## config.mk

```make
export PLATFORM = sky130hd
export DESIGN_NAME = remote_link_rx
export DESIGN_NICKNAME = d
export VERILOG_FILES = /design/src/rtl/link_pkg.sv /design/src/rtl/link_sync_2ff.sv /design/src/rtl/remote_link_rx.sv
export SDC_FILE = /design/constraint.sdc
export NUM_CORES = 1
export LEC_CHECK = 0
export BUFFER_PORTS_ARGS = -buffer_cell sky130_fd_sc_hd__buf_4
export CAP_MARGIN = 30
export CORE_ASPECT_RATIO = 0.75
export CORE_MARGIN = 4
export CORE_UTILIZATION = 29
export CTS_CLUSTER_SIZE = 14
export DETAILED_ROUTE_END_ITERATION = 6
export PLACE_DENSITY_LB_ADDON = 0.12
export SLEW_MARGIN = 40
export SYNTH_ARGS = -nofsm -noshare
export SYNTH_HDL_FRONTEND = slang
export SYNTH_HIERARCHICAL = 1
export SYNTH_SLANG_ARGS = --single-unit
export TNS_END_PERCENT = 30
```

## constraint.sdc

```tcl
create_clock -name clk -period 4.95 [get_ports clk]
set_input_delay 0.99 -clock clk [delete_from_list [all_inputs] [get_ports clk]]
set_output_delay 0.99 -clock clk [all_outputs]
set_load 0.01 [all_outputs]
```

## src/rtl/link_pkg.sv

```systemverilog
// Shared definitions for the inter-board game link (receiver now, transmitter later).
package link_pkg;

    localparam int DEFAULT_CLKS_PER_BIT      = 564;        // 65 MHz / 115200 baud
    localparam int DEFAULT_LINK_TIMEOUT_CLKS = 6_500_000;  // 100 ms at 65 MHz

    typedef enum logic [1:0] {
        HEARTBEAT = 2'b00,
        THROW     = 2'b01,
        HIT_CAT   = 2'b10,
        HIT_DOG   = 2'b11
    } link_opcode_t;

    typedef enum logic [2:0] {
        IDLE,
        START,
        DATA,
        STOP,
        WAIT_IDLE
    } link_rx_state_t;

    function automatic link_opcode_t link_opcode(input logic [7:0] frame_byte);
        return link_opcode_t'(frame_byte[7:6]);
    endfunction

endpackage

```

## src/rtl/link_sync_2ff.sv

```systemverilog
// Two-flop synchronizer for asynchronous inputs; reset value chosen per use
// so an idle-high line never looks like an edge coming out of reset.
module link_sync_2ff #(
    parameter int   WIDTH     = 1,
    parameter logic RESET_VAL = 1'b1
) (
    input  logic             clk,
    input  logic             rst,
    input  logic [WIDTH-1:0] d,
    output logic [WIDTH-1:0] q
);

    genvar gi;
    generate
        for (gi = 0; gi < WIDTH; gi++) begin : g_bit
            logic meta_reg;
            logic sync_reg;

            always_ff @(posedge clk) begin
                if (rst) begin
                    meta_reg <= RESET_VAL;
                    sync_reg <= RESET_VAL;
                end else begin
                    meta_reg <= d[gi];
                    sync_reg <= meta_reg;
                end
            end

            assign q[gi] = sync_reg;
        end
    endgenerate

endmodule

```

## src/rtl/remote_link_rx.sv

```systemverilog
// Link receiver: deserializes 8N1 frames from the peer board, decodes them into
// one-cycle game event pulses and tracks whether the link is still alive.
module remote_link_rx
    import link_pkg::*;
#(
    parameter int CLKS_PER_BIT      = DEFAULT_CLKS_PER_BIT,
    parameter int LINK_TIMEOUT_CLKS = DEFAULT_LINK_TIMEOUT_CLKS
) (
    input  logic       clk,
    input  logic       rst,
    input  logic       rx_pin,
    output logic [7:0] rx_data,
    output logic       rx_valid,
    output logic       frame_err,
    output logic       throw_event,
    output logic [9:0] throw_force,
    output logic       hit_cat,
    output logic       hit_dog,
    output logic       link_up
);

    localparam int CNT_W = $clog2(CLKS_PER_BIT);
    localparam int TO_W  = $clog2(LINK_TIMEOUT_CLKS + 1);
    localparam logic [CNT_W-1:0] HALF_LAST = CNT_W'(CLKS_PER_BIT / 2 - 1);
    localparam logic [CNT_W-1:0] BIT_LAST  = CNT_W'(CLKS_PER_BIT - 1);
    localparam logic [TO_W-1:0]  TO_LIMIT  = TO_W'(LINK_TIMEOUT_CLKS);

    logic rx_sync;

    link_sync_2ff #(
        .WIDTH     (1),
        .RESET_VAL (1'b1)
    ) u_sync (
        .clk (clk),
        .rst (rst),
        .d   (rx_pin),
        .q   (rx_sync)
    );

    link_rx_state_t   state_reg, state_next;
    logic [CNT_W-1:0] cnt_reg, cnt_next;
    logic [2:0]       bit_reg, bit_next;
    logic [7:0]       shift_reg, shift_next;
    logic             frame_ok;
    logic             frame_bad;

    always_ff @(posedge clk) begin
        if (rst) begin
            state_reg <= IDLE;
            cnt_reg   <= '0;
            bit_reg   <= '0;
            shift_reg <= '0;
        end else begin
            state_reg <= state_next;
            cnt_reg   <= cnt_next;
            bit_reg   <= bit_next;
            shift_reg <= shift_next;
        end
    end

    always_comb begin
        state_next = state_reg;
        cnt_next   = cnt_reg;
        bit_next   = bit_reg;
        shift_next = shift_reg;
        frame_ok   = 1'b0;
        frame_bad  = 1'b0;
        case (state_reg)
            IDLE: begin
                cnt_next = '0;
                bit_next = '0;
                if (!rx_sync) state_next = START;
            end
            START: begin
                if (cnt_reg == HALF_LAST) begin
                    cnt_next   = '0;
                    state_next = rx_sync ? IDLE : DATA;
                end else begin
                    cnt_next = cnt_reg + CNT_W'(1);
                end
            end
            DATA: begin
                if (cnt_reg == BIT_LAST) begin
                    cnt_next   = '0;
                    shift_next = {rx_sync, shift_reg[7:1]};
                    bit_next   = bit_reg + 3'd1;
                    if (bit_reg == 3'd7) state_next = STOP;
                end else begin
                    cnt_next = cnt_reg + CNT_W'(1);
                end
            end
            STOP: begin
                // Leave at the mid-stop sample so a back-to-back start bit is caught.
                if (cnt_reg == BIT_LAST) begin
                    cnt_next = '0;
                    if (rx_sync) begin
                        frame_ok   = 1'b1;
                        state_next = IDLE;
                    end else begin
                        frame_bad  = 1'b1;
                        state_next = WAIT_IDLE;
                    end
                end else begin
                    cnt_next = cnt_reg + CNT_W'(1);
                end
            end
            WAIT_IDLE: begin
                if (rx_sync) state_next = IDLE;
            end
            default: state_next = IDLE;
        endcase
    end

    link_opcode_t opcode;
    assign opcode = link_opcode(shift_reg);

    logic [7:0]      rx_data_reg;
    logic            rx_valid_reg;
    logic            frame_err_reg;
    logic            throw_event_reg;
    logic [9:0]      throw_force_reg;
    logic            hit_cat_reg;
    logic            hit_dog_reg;
    logic            link_up_reg;
    logic [TO_W-1:0] timeout_reg;

    always_ff @(posedge clk) begin
        if (rst) begin
            rx_data_reg     <= '0;
            rx_valid_reg    <= 1'b0;
            frame_err_reg   <= 1'b0;
            throw_event_reg <= 1'b0;
            throw_force_reg <= '0;
            hit_cat_reg     <= 1'b0;
            hit_dog_reg     <= 1'b0;
            link_up_reg     <= 1'b0;
            timeout_reg     <= '0;
        end else begin
            rx_valid_reg    <= frame_ok;
            frame_err_reg   <= frame_bad;
            throw_event_reg <= frame_ok && (opcode == THROW);
            hit_cat_reg     <= frame_ok && (opcode == HIT_CAT);
            hit_dog_reg     <= frame_ok && (opcode == HIT_DOG);
            if (frame_ok) begin
                rx_data_reg <= shift_reg;
                if (opcode == THROW) throw_force_reg <= {shift_reg[5:0], 4'b0000};
            end
            // link_up stays high for exactly LINK_TIMEOUT_CLKS cycles after a good frame.
            if (frame_ok) begin
                timeout_reg <= '0;
                link_up_reg <= 1'b1;
            end else if (timeout_reg != TO_LIMIT) begin
                timeout_reg <= timeout_reg + TO_W'(1);
                if (timeout_reg == TO_LIMIT - TO_W'(1)) link_up_reg <= 1'b0;
            end
        end
    end

    assign rx_data     = rx_data_reg;
    assign rx_valid    = rx_valid_reg;
    assign frame_err   = frame_err_reg;
    assign throw_event = throw_event_reg;
    assign throw_force = throw_force_reg;
    assign hit_cat     = hit_cat_reg;
    assign hit_dog     = hit_dog_reg;
    assign link_up     = link_up_reg;

endmodule
```

==> results of run 1 <==
-- logic make-up (layout without fill, tap and decap cells) --
logic type                 count (synthesis)  in the layout  synth area share (%)
AOI/OAI and AO/OA                         44             44                  9.02
xor gates and xnor gates                  17             17                  4.86
adders and majority gates                  6              6                  2.45
buffers and inverters                     24             46                  3.67
DFF                                       69             69                  45.0
muxes                                     15             15                  4.90
other                                      1              4                 0.122
and+or+nand+nor                          162            162                  29.9
-- critical path, stage by stage, from the launching register on --
cell,delay [ns]
dfxtp_1,0.35
or3_4,0.43
or4_4,0.52
nor3_2,0.63
a22o_1,0.24
-- synthesized netlist by cell type, drive strengths merged, types with 6 or more instances --
library cell	n
xnor2	11
clkbuf	8
a21oi	16
mux2i	15
or3	7
a22o	7
a31oi	6
nor3	11
nor4	8
and3	11
dfxtp	69
nor2	37
xor2	6
buf	8
inv	8
nand4	7
nand3	15
o21ai	7
or4	7
ha	6
nand2	32
-- per-layer routing --
metal | up-vias | wire length (microns) | track usage [%]
met5 | - | 0 | 0
met3 | 9 | 270 | 4.18
li1 | 1235 | - | -
met1 | 1100 | 3720 | 16.7
met2 | 31 | 2630 | 15.8
met4 | 0 | 102 | 4.70
-- metrics by stage --
stage / std cells / hold slack (ns) / utilization [%] / setup WS, ns
after CTS: 499 / 0.436 / 35.3 / 2.70
after global routing: 499 / 0.451 / 35.3 / 2.60
after floorplan: 341 / 0.383 / - / 3.04
after detailed placement: 483 / 0.417 / 32.4 / 2.71
final: 499 / 0.430 / 35.3 / 2.73
after global placement: 483 / 0.424 / 32.4 / 2.64
-- area by class of cell --
type	count	share of cell area, %
timing repair buffer	22	4.55
sequential	69	38.1
multi-input combinational	248	43.6
tap	136	4.69
inverter	8	0.827
clock inverter	7	2.03
clock buffer	9	6.20
-- power by group through the flow --
stage / logic [mW] / clock network (mW) / registers, mW
6_report: 0.0249 / 0.641 / 0.563
5_1_grt: 0.0282 / 0.685 / 0.563
4_1_cts: 0.0254 / 0.667 / 0.563
3_5_place_dp: 0.0254 / 0 / 0.575
3_3_place_gp: 0.0252 / 0 / 0.575
2_1_floorplan: 0.0223 / 0 / 0.574
-- final timing paths --
kind                                          startpoint  cells after the start          to
worst max-delay path                          cnt_reg[2]                      4  rx_data[3]
worst min-delay path            u_sync/g_bit[0].meta_reg                      1    u_sync/q
worst max register to register                cnt_reg[2]                      4  rx_data[3]
worst min register to register  u_sync/g_bit[0].meta_reg                      1    u_sync/q
==> reports/qor.yml, run 1 <==
cts_hold_buf: 0
fill_cells: 1038
cap_violations: 0
clock_latency_ns: 0.33
stdcell_area_sq_um: 3630
tightest_slew_ns: 0.743
crit_fanout: 11
wl_microns: 6720
final_cell_mix: "dfxtp_1, nor2_1, nand2_1, buf_4"
synthTopCellsByArea: "dfxtp_1, mux2i_1, nor2_1"
grt_max_degree: 39
cts.clk_slew.worst_paths_ns: 0.06
power_mw: 1.23
largest_reg_flops: 23
required_ns: 5.22
clock_path_buffers: 2
layout.cells.most_common: "dfxtp_1"
p_seq_share_pct: 45.8
vias: 2375
synth_cell_types: 53
gp_congestion: 0.758
final_max_slew_viol_count: 0
finClkSkew_ns: 0.00454
yosysTopAreaCellShare_pct: 45.0
syn_inst: 338
status: "finished, final reports clean"
grt_pass1_wl_microns: 11600
grt_overflow: 0
fin_tns_setup_ns: 0
start_util_pct: 29.8
coreArea_sq_um: 10300
power_switching_share_pct: 22.1
vias_per_cell: 4.76
area_delta_synth_final_pct: 18.4
synth_edf_count: 0
internal_power_uw: 957
clock.fmax_ghz: 0.450
ys_async_sr_fraction_pct: 0
p_leak_nw: 1.42
fin_nets: 367
drc: 0
cp-end-kind: "register"
drt_iter0_drc: 145
die_area_sq_um: 12300
ff_latch_area_sq_um: 1380
dp_hpwl_microns: 4520
synth_area_leader_cell: "dfxtp_1"
cts_tree: "yes"
antenna_found_initial: 0
ioPinCount: 27
placed_cell_area_sq_um: 3330
fin_crit_sh_pct: 44.9
synthFlopType: "dfxtp_1"
grt_usage_pct: 11.7
clockPowerShare_pct: 52.1
row_count: 32
fin_crit_ns: 2.22
ys_ff_latch: 69
ir_worst_vdd_uv: 129
final_antenna_net_count: 0
die_width_microns: 127
antenna_cells: 0
syn_area_per_cell_sq_um: 9.07
syn_area_sq_um: 3070
hp-class: "reg2reg"
arrival_ns: 2.50
regToRegSetupSlack_ns: 2.73
slew_headroom_pct: 50.2
p_comb_share_pct: 2.0
firstDrtPassIters: 4
io_buffers: 22
htree_levels: 3
critPathKind: "reg2reg"
rsz0062_at_grt: "no"
setup_viol: 0
seq_area_frac_synth_pct: 45.0
yosys_warnings: 6
post_drt_wl_per_cell_microns: 13.5
layout-drive-gt1-share_pct: 15.7
cts_resized: 0
cts_root_buf: "clkbuf_16"
cts_setup_buffers: 0
power_density_nw_per_um2: 339
cts_made_buffers: 9
die_h_microns: 97.1
final-hold-violation-count: 0
multiInputGateArea_sq_um: 1580
cts.sink_count: 69
grt_pass1_vias: 2292
startpoint_type: "register"
switching_power_uw: 272
No activity file was read; power rests on OpenSTA's default activity.
==> run 2, diff against run 1 <==
Clock period 4.95 ns to 2.2 ns, I/O delays scaled along.
==> run 2 against run 1 <==
Effect of this change: non-clock buffer count is 12 higher; final area is 3.3% higher; routed wire length rose by 1.5%; power up 130%; die area did not move; global-route usage rose by 0.19 points; final cell count is 2.4% higher; setup slack lost 2.5 ns; clock skew is 0.0029 ns higher.
==> reports/qor.yml, run 2 (synthesized netlist as in run 1, its figures left out) <==
status: "finished, final reports clean"  # unchanged
final_antenna_net_count: 0  # unchanged
regToRegSetupSlack_ns: 0.19  # was 2.73 ns
slew_headroom_pct: 63.5  # was 50.2%
firstDrtPassIters: 4  # unchanged
cts_hold_buf: 0  # unchanged
fin_nets: 379  # was 367
cts_tree: "yes"  # unchanged
critical-path-top-delay-family: "simple AND/OR/NAND/NOR gates"  # unchanged
met2_usage_pct: 15.9  # was 15.8%
layout-drive-gt1-share_pct: 17.6  # was 15.7%
power_density_nw_per_um2: 766  # was 339 nW/um^2
cts_root_buf: "clkbuf_16"  # unchanged
power_switching_share_pct: 20.8  # was 22.1%
p_leak_nw: 1.49  # was 1.42 nW
clock_latency_ns: 0.33  # about the same
post_drt_wl_per_cell_microns: 13.3  # was 13.5 microns
cts.sink_count: 69  # unchanged
met1_usage_pct: 17.6  # was 16.7%
die_h_microns: 97.1  # unchanged
p_seq_share_pct: 44.1  # was 45.8%
antenna_found_initial: 0  # unchanged
power_mw: 2.87  # was 1.23 mW
io_buffers: 22  # unchanged
grt_pass1_vias: 2339  # was 2292
internal_power_mw: 2.27  # was 957 uW
cts_resized: 0  # unchanged
drc: 0  # unchanged
die_area_sq_um: 12300  # unchanged
grt_util_met3_pct: 3.96  # was 4.18%
rsz0062_at_grt: "no"  # unchanged
vias: 2427  # was 2375
finClkSkew_ns: 0.00741  # was 0.00454 ns
wl_microns: 6820  # was 6720 microns
p_comb_share_pct: 2.1  # was 2.0%
htree_levels: 3  # unchanged
crit_slowest_cell: "nor4_1"  # was nor3_2
startpoint_type: "register"  # unchanged
required_ns: 2.42  # was 5.22 ns
top_usage_layer: "met1"  # unchanged
fin_crit_ns: 2.01  # was 2.22 ns
hp-class: "in2reg"  # was reg2reg
crit_path_max_incr_delay_ns: 0.51  # was 0.63 ns
largest_reg_flops: 23  # unchanged
cts_setup_buffers: 0  # unchanged
cp-end-kind: "register"  # unchanged
gp_congestion: 0.747  # was 0.758
grt_max_degree: 39  # unchanged
clockPowerShare_pct: 53.8  # was 52.1%
crit_buf_inv: 0  # unchanged
final-hold-violation-count: 0  # unchanged
setup_viol: 0  # unchanged
final_max_slew_viol_count: 0  # unchanged
final_cell_mix: "dfxtp_1, nor2_1, buf_4, nand2_1"  # was dfxtp_1, nor2_1, nand2_1, buf_4
area_delta_synth_final_pct: 22.3  # was 18.4%
crit_fanout: 8  # was 11
cts_made_buffers: 9  # unchanged
grt_pass1_wl_microns: 11800  # was 11600 microns
grt_usage_pct: 11.9  # was 11.7%
die_width_microns: 127  # unchanged
vias_per_cell: 4.75  # was 4.76
layout.cells.most_common: "dfxtp_1"  # unchanged
clock_path_buffers: 2  # unchanged
drt_iter0_drc: 117  # was 145
cts.clk_slew.worst_paths_ns: 0.06  # about the same
switching_power_uw: 597  # was 272 uW
clock.fmax_ghz: 0.497  # was 0.450 GHz
coreArea_sq_um: 10300  # unchanged
dp_hpwl_microns: 4650  # was 4520 microns
arrival_ns: 2.24  # was 2.50 ns
critPathKind: "reg2reg"  # unchanged
grt_overflow: 0  # unchanged
ir_worst_vdd_uv: 322  # was 129 uV
row_count: 32  # unchanged
ioPinCount: 27  # unchanged
path_cells: "ha_1 -> nand4bb_1 -> nor4_1 -> nor2_1 -> a22o_1"  # was or3_4 -> or4_4 -> nor3_2 -> a22o_1
tightest_slew_ns: 0.543  # was 0.743 ns
fin_tns_setup_ns: 0  # unchanged
antenna_cells: 0  # unchanged
fin_crit_sh_pct: 91.5  # was 44.9%
start_util_pct: 29.8  # unchanged
cap_violations: 0  # unchanged
-- run 2: layer usage --
metal  up-vias  wire length [microns]
li1       1260                      -
met1      1131                   3860
met2        29                   2690
met3         7                    180
met4         0                     86
met5         -                      0
-- run 2: per-stage QoR --
stage / util, % / setup slack, ns / instance area [sq um] / hold slack (ns) / std cells
global route: 36.5 / 0.0323 / 3750 / 0.289 / 511
floorplan: - / 0.438 / 3080 / 0.383 / 341
finish: 36.5 / 0.186 / 3750 / 0.292 / 511
global placement: 33.4 / 0.283 / 3430 / 0.408 / 495
detailed placement: 33.4 / 0.245 / 3430 / 0.405 / 495
CTS: 36.5 / 0.224 / 3750 / 0.279 / 511
-- run 2: path summary, 6_finish.rpt --
path	cells after the start	to	from
worst max-delay path	5	rx_data[2]	cnt_reg[0]
worst min-delay path	2	u_sync/g_bit[0].meta_reg	rx_pin
worst max register to register	5	rx_data[2]	cnt_reg[0]
worst min register to register	1	u_sync/q	u_sync/g_bit[0].meta_reg
-- run 2: power by group through the flow --
stage               Clock (mW)  Sequential (mW)  Combinational (mW)
floorplan                    0             1.29              0.0502
global placement             0             1.29              0.0614
detailed placement           0             1.29              0.0613
CTS                       1.60             1.27              0.0612
global route              1.66             1.27              0.0694
finish                    1.55             1.27              0.0598
-- run 2: area by class of cell --
class | instances | area (sq um)
fill | 1075 | 6540
clock buffer | 11 | 233
multi-input combinational | 248 | 1580
tap | 136 | 170
inverter | 8 | 30.0
timing repair buffer | 34 | 268
sequential | 69 | 1380
clock inverter | 5 | 85.1
==> run 3, diff against run 2 <==
Clock period 2.2 ns to 2.1 ns, I/O delays scaled along.
==> run 3 against run 2 <==
Effect of this change: final area grew 0.37%; routed wire length grew 2.6%; flip-flop and latch count is the same; sequential power grew 5%; critical path depth is the same; largest power group unchanged; highest routed layer unchanged; combinational power grew 5.7%; register-to-register slack is essentially flat; global-route usage grew 0.17 points; setup slack lost 0.0032 ns; clock-buffer cell count shrank 1.
==> reports/qor.yml, run 3 (synthesized netlist as in run 1, its figures left out) <==
status: "finished, final reports clean"  # unchanged
startpoint_type: "register"  # unchanged
slew_headroom_pct: 59.5  # was 63.5%
critical-path-top-delay-family: "simple AND/OR/NAND/NOR gates"  # unchanged
gp_congestion: 0.789  # was 0.747
crit_path_max_incr_delay_ns: 0.52  # was 0.51 ns
fin_crit_ns: 1.92  # was 2.01 ns
cts_setup_buffers: 0  # unchanged
cts.sink_count: 69  # unchanged
fin_nets: 379  # unchanged
fin_tns_setup_ns: 0  # unchanged
cts_hold_buf: 0  # unchanged
final_max_slew_viol_count: 0  # unchanged
hp-class: "in2reg"  # unchanged
power_switching_share_pct: 20.7  # was 20.8%
tightest_slew_ns: 0.606  # was 0.543 ns
clock_path_buffers: 2  # unchanged
vias: 2385  # was 2427
final_antenna_net_count: 0  # unchanged
wl_microns: 7000  # was 6820 microns
final-hold-violation-count: 0  # unchanged
cap_violations: 0  # unchanged
grt_overflow: 0  # unchanged
layout.cells.most_common: "dfxtp_1"  # unchanged
clockPowerShare_pct: 54.2  # was 53.8%
post_drt_wl_per_cell_microns: 13.7  # was 13.3 microns
power_mw: 3.04  # was 2.87 mW
cts_root_buf: "clkbuf_16"  # unchanged
firstDrtPassIters: 4  # unchanged
io_buffers: 22  # unchanged
p_leak_nw: 1.50  # was 1.49 nW
clock.fmax_ghz: 0.522  # was 0.497 GHz
antenna_found_initial: 0  # unchanged
p_seq_share_pct: 43.7  # was 44.1%
coreArea_sq_um: 10300  # unchanged
cts_tree: "yes"  # unchanged
drt_iter0_drc: 126  # was 117
dp_hpwl_microns: 4770  # was 4650 microns
internal_power_mw: 2.41  # was 2.27 mW
row_count: 32  # unchanged
path_cells: "or3_4 -> or4_4 -> nor3_2 -> buf_4 -> and3_1"  # was ha_1 -> nand4bb_1 -> nor4_1 -> nor2_1 -> a22o_1
final_cell_mix: "dfxtp_1, nor2_1, buf_4, nand2_1"  # unchanged
grt_pass1_wl_microns: 12200  # was 11800 microns
grt_pass1_vias: 2372  # was 2339
largest_reg_flops: 23  # unchanged
p_comb_share_pct: 2.1  # about the same
cts_resized: 0  # unchanged
layout-drive-gt1-share_pct: 18.4  # was 17.6%
die_width_microns: 127  # unchanged
crit_buf_inv: 1  # was 0
cp-end-kind: "register"  # unchanged
clock_latency_ns: 0.33  # about the same
power_density_nw_per_um2: 806  # was 766 nW/um^2
htree_levels: 3  # unchanged
cts_made_buffers: 9  # unchanged
fin_crit_sh_pct: 91.3  # was 91.5%
switching_power_uw: 628  # was 597 uW
die_area_sq_um: 12300  # unchanged
grt_usage_pct: 12.1  # was 11.9%
critPathKind: "reg2reg"  # unchanged
ioPinCount: 27  # unchanged
grt_max_degree: 39  # unchanged
hold_ws_ns: 0.285  # was 0.292 ns
antenna_cells: 0  # unchanged
cts.clk_slew.worst_paths_ns: 0.06  # about the same
die_h_microns: 97.1  # unchanged
setup_viol: 0  # unchanged
vias_per_cell: 4.68  # was 4.75
drc: 0  # unchanged
finClkSkew_ns: 0.00610  # was 0.00741 ns
arrival_ns: 2.19  # was 2.24 ns
required_ns: 2.37  # was 2.42 ns
crit_slowest_cell: "or4_4"  # was nor4_1
start_util_pct: 29.8  # unchanged
pre_cts_ws_ns: 0.179  # was 0.245 ns
rsz0062_at_grt: "no"  # unchanged
area_delta_synth_final_pct: 22.8  # was 22.3%
fin_ws_ns: 0.183  # was 0.186 ns
ir_worst_vdd_uv: 521  # was 322 uV
crit_fanout: 11  # was 8
==> run 3: cell type report <==
type / count / area, sq um
Fill cell: 1052 / 6530
Multi-Input combinational cell: 248 / 1590
Sequential cell: 69 / 1380
Timing Repair Buffer: 34 / 268
Clock buffer: 10 / 239
Tap cell: 136 / 170
Clock inverter: 5 / 85.1
Inverter: 8 / 30.0
==> run 3: final timing paths <==
check,start,end,slack [ns],depth (start not counted)
worst max-delay path,cnt_reg[6],hit_dog,0.18,5
worst max register to register,cnt_reg[6],hit_dog,0.18,5
worst min-delay path,rx_pin,u_sync/g_bit[0].meta_reg,0.28,2
worst min register to register,u_sync/g_bit[0].meta_reg,u_sync/q,0.41,1
==> run 3: metrics by stage <==
stage          instance area [sq um]  util [%]  instances
6_report                        3760      36.6        510
5_1_grt                         3760      36.6        510
4_1_cts                         3760      36.5        510
3_5_place_dp                    3430      33.4        495
3_3_place_gp                    3430      33.4        495
2_1_floorplan                   3080         -        341
==> run 3: power by group through the flow <==
stage | Combinational (mW) | Clock (mW) | Sequential (mW)
after detailed placement | 0.0643 | 0 | 1.36
after CTS | 0.0646 | 1.70 | 1.33
after global placement | 0.0642 | 0 | 1.36
after floorplan | 0.0526 | 0 | 1.35
final | 0.0632 | 1.64 | 1.33
after global routing | 0.0734 | 1.73 | 1.33
==> run 3: per-layer routing <==
metal  GRT usage [%]  up-vias  wire, microns
li1                -     1255              -
met1            18.4     1088           3950
met2            15.8       34           2670
met3            3.41        8            269
met4            4.45        0            108
met5               0        -              0
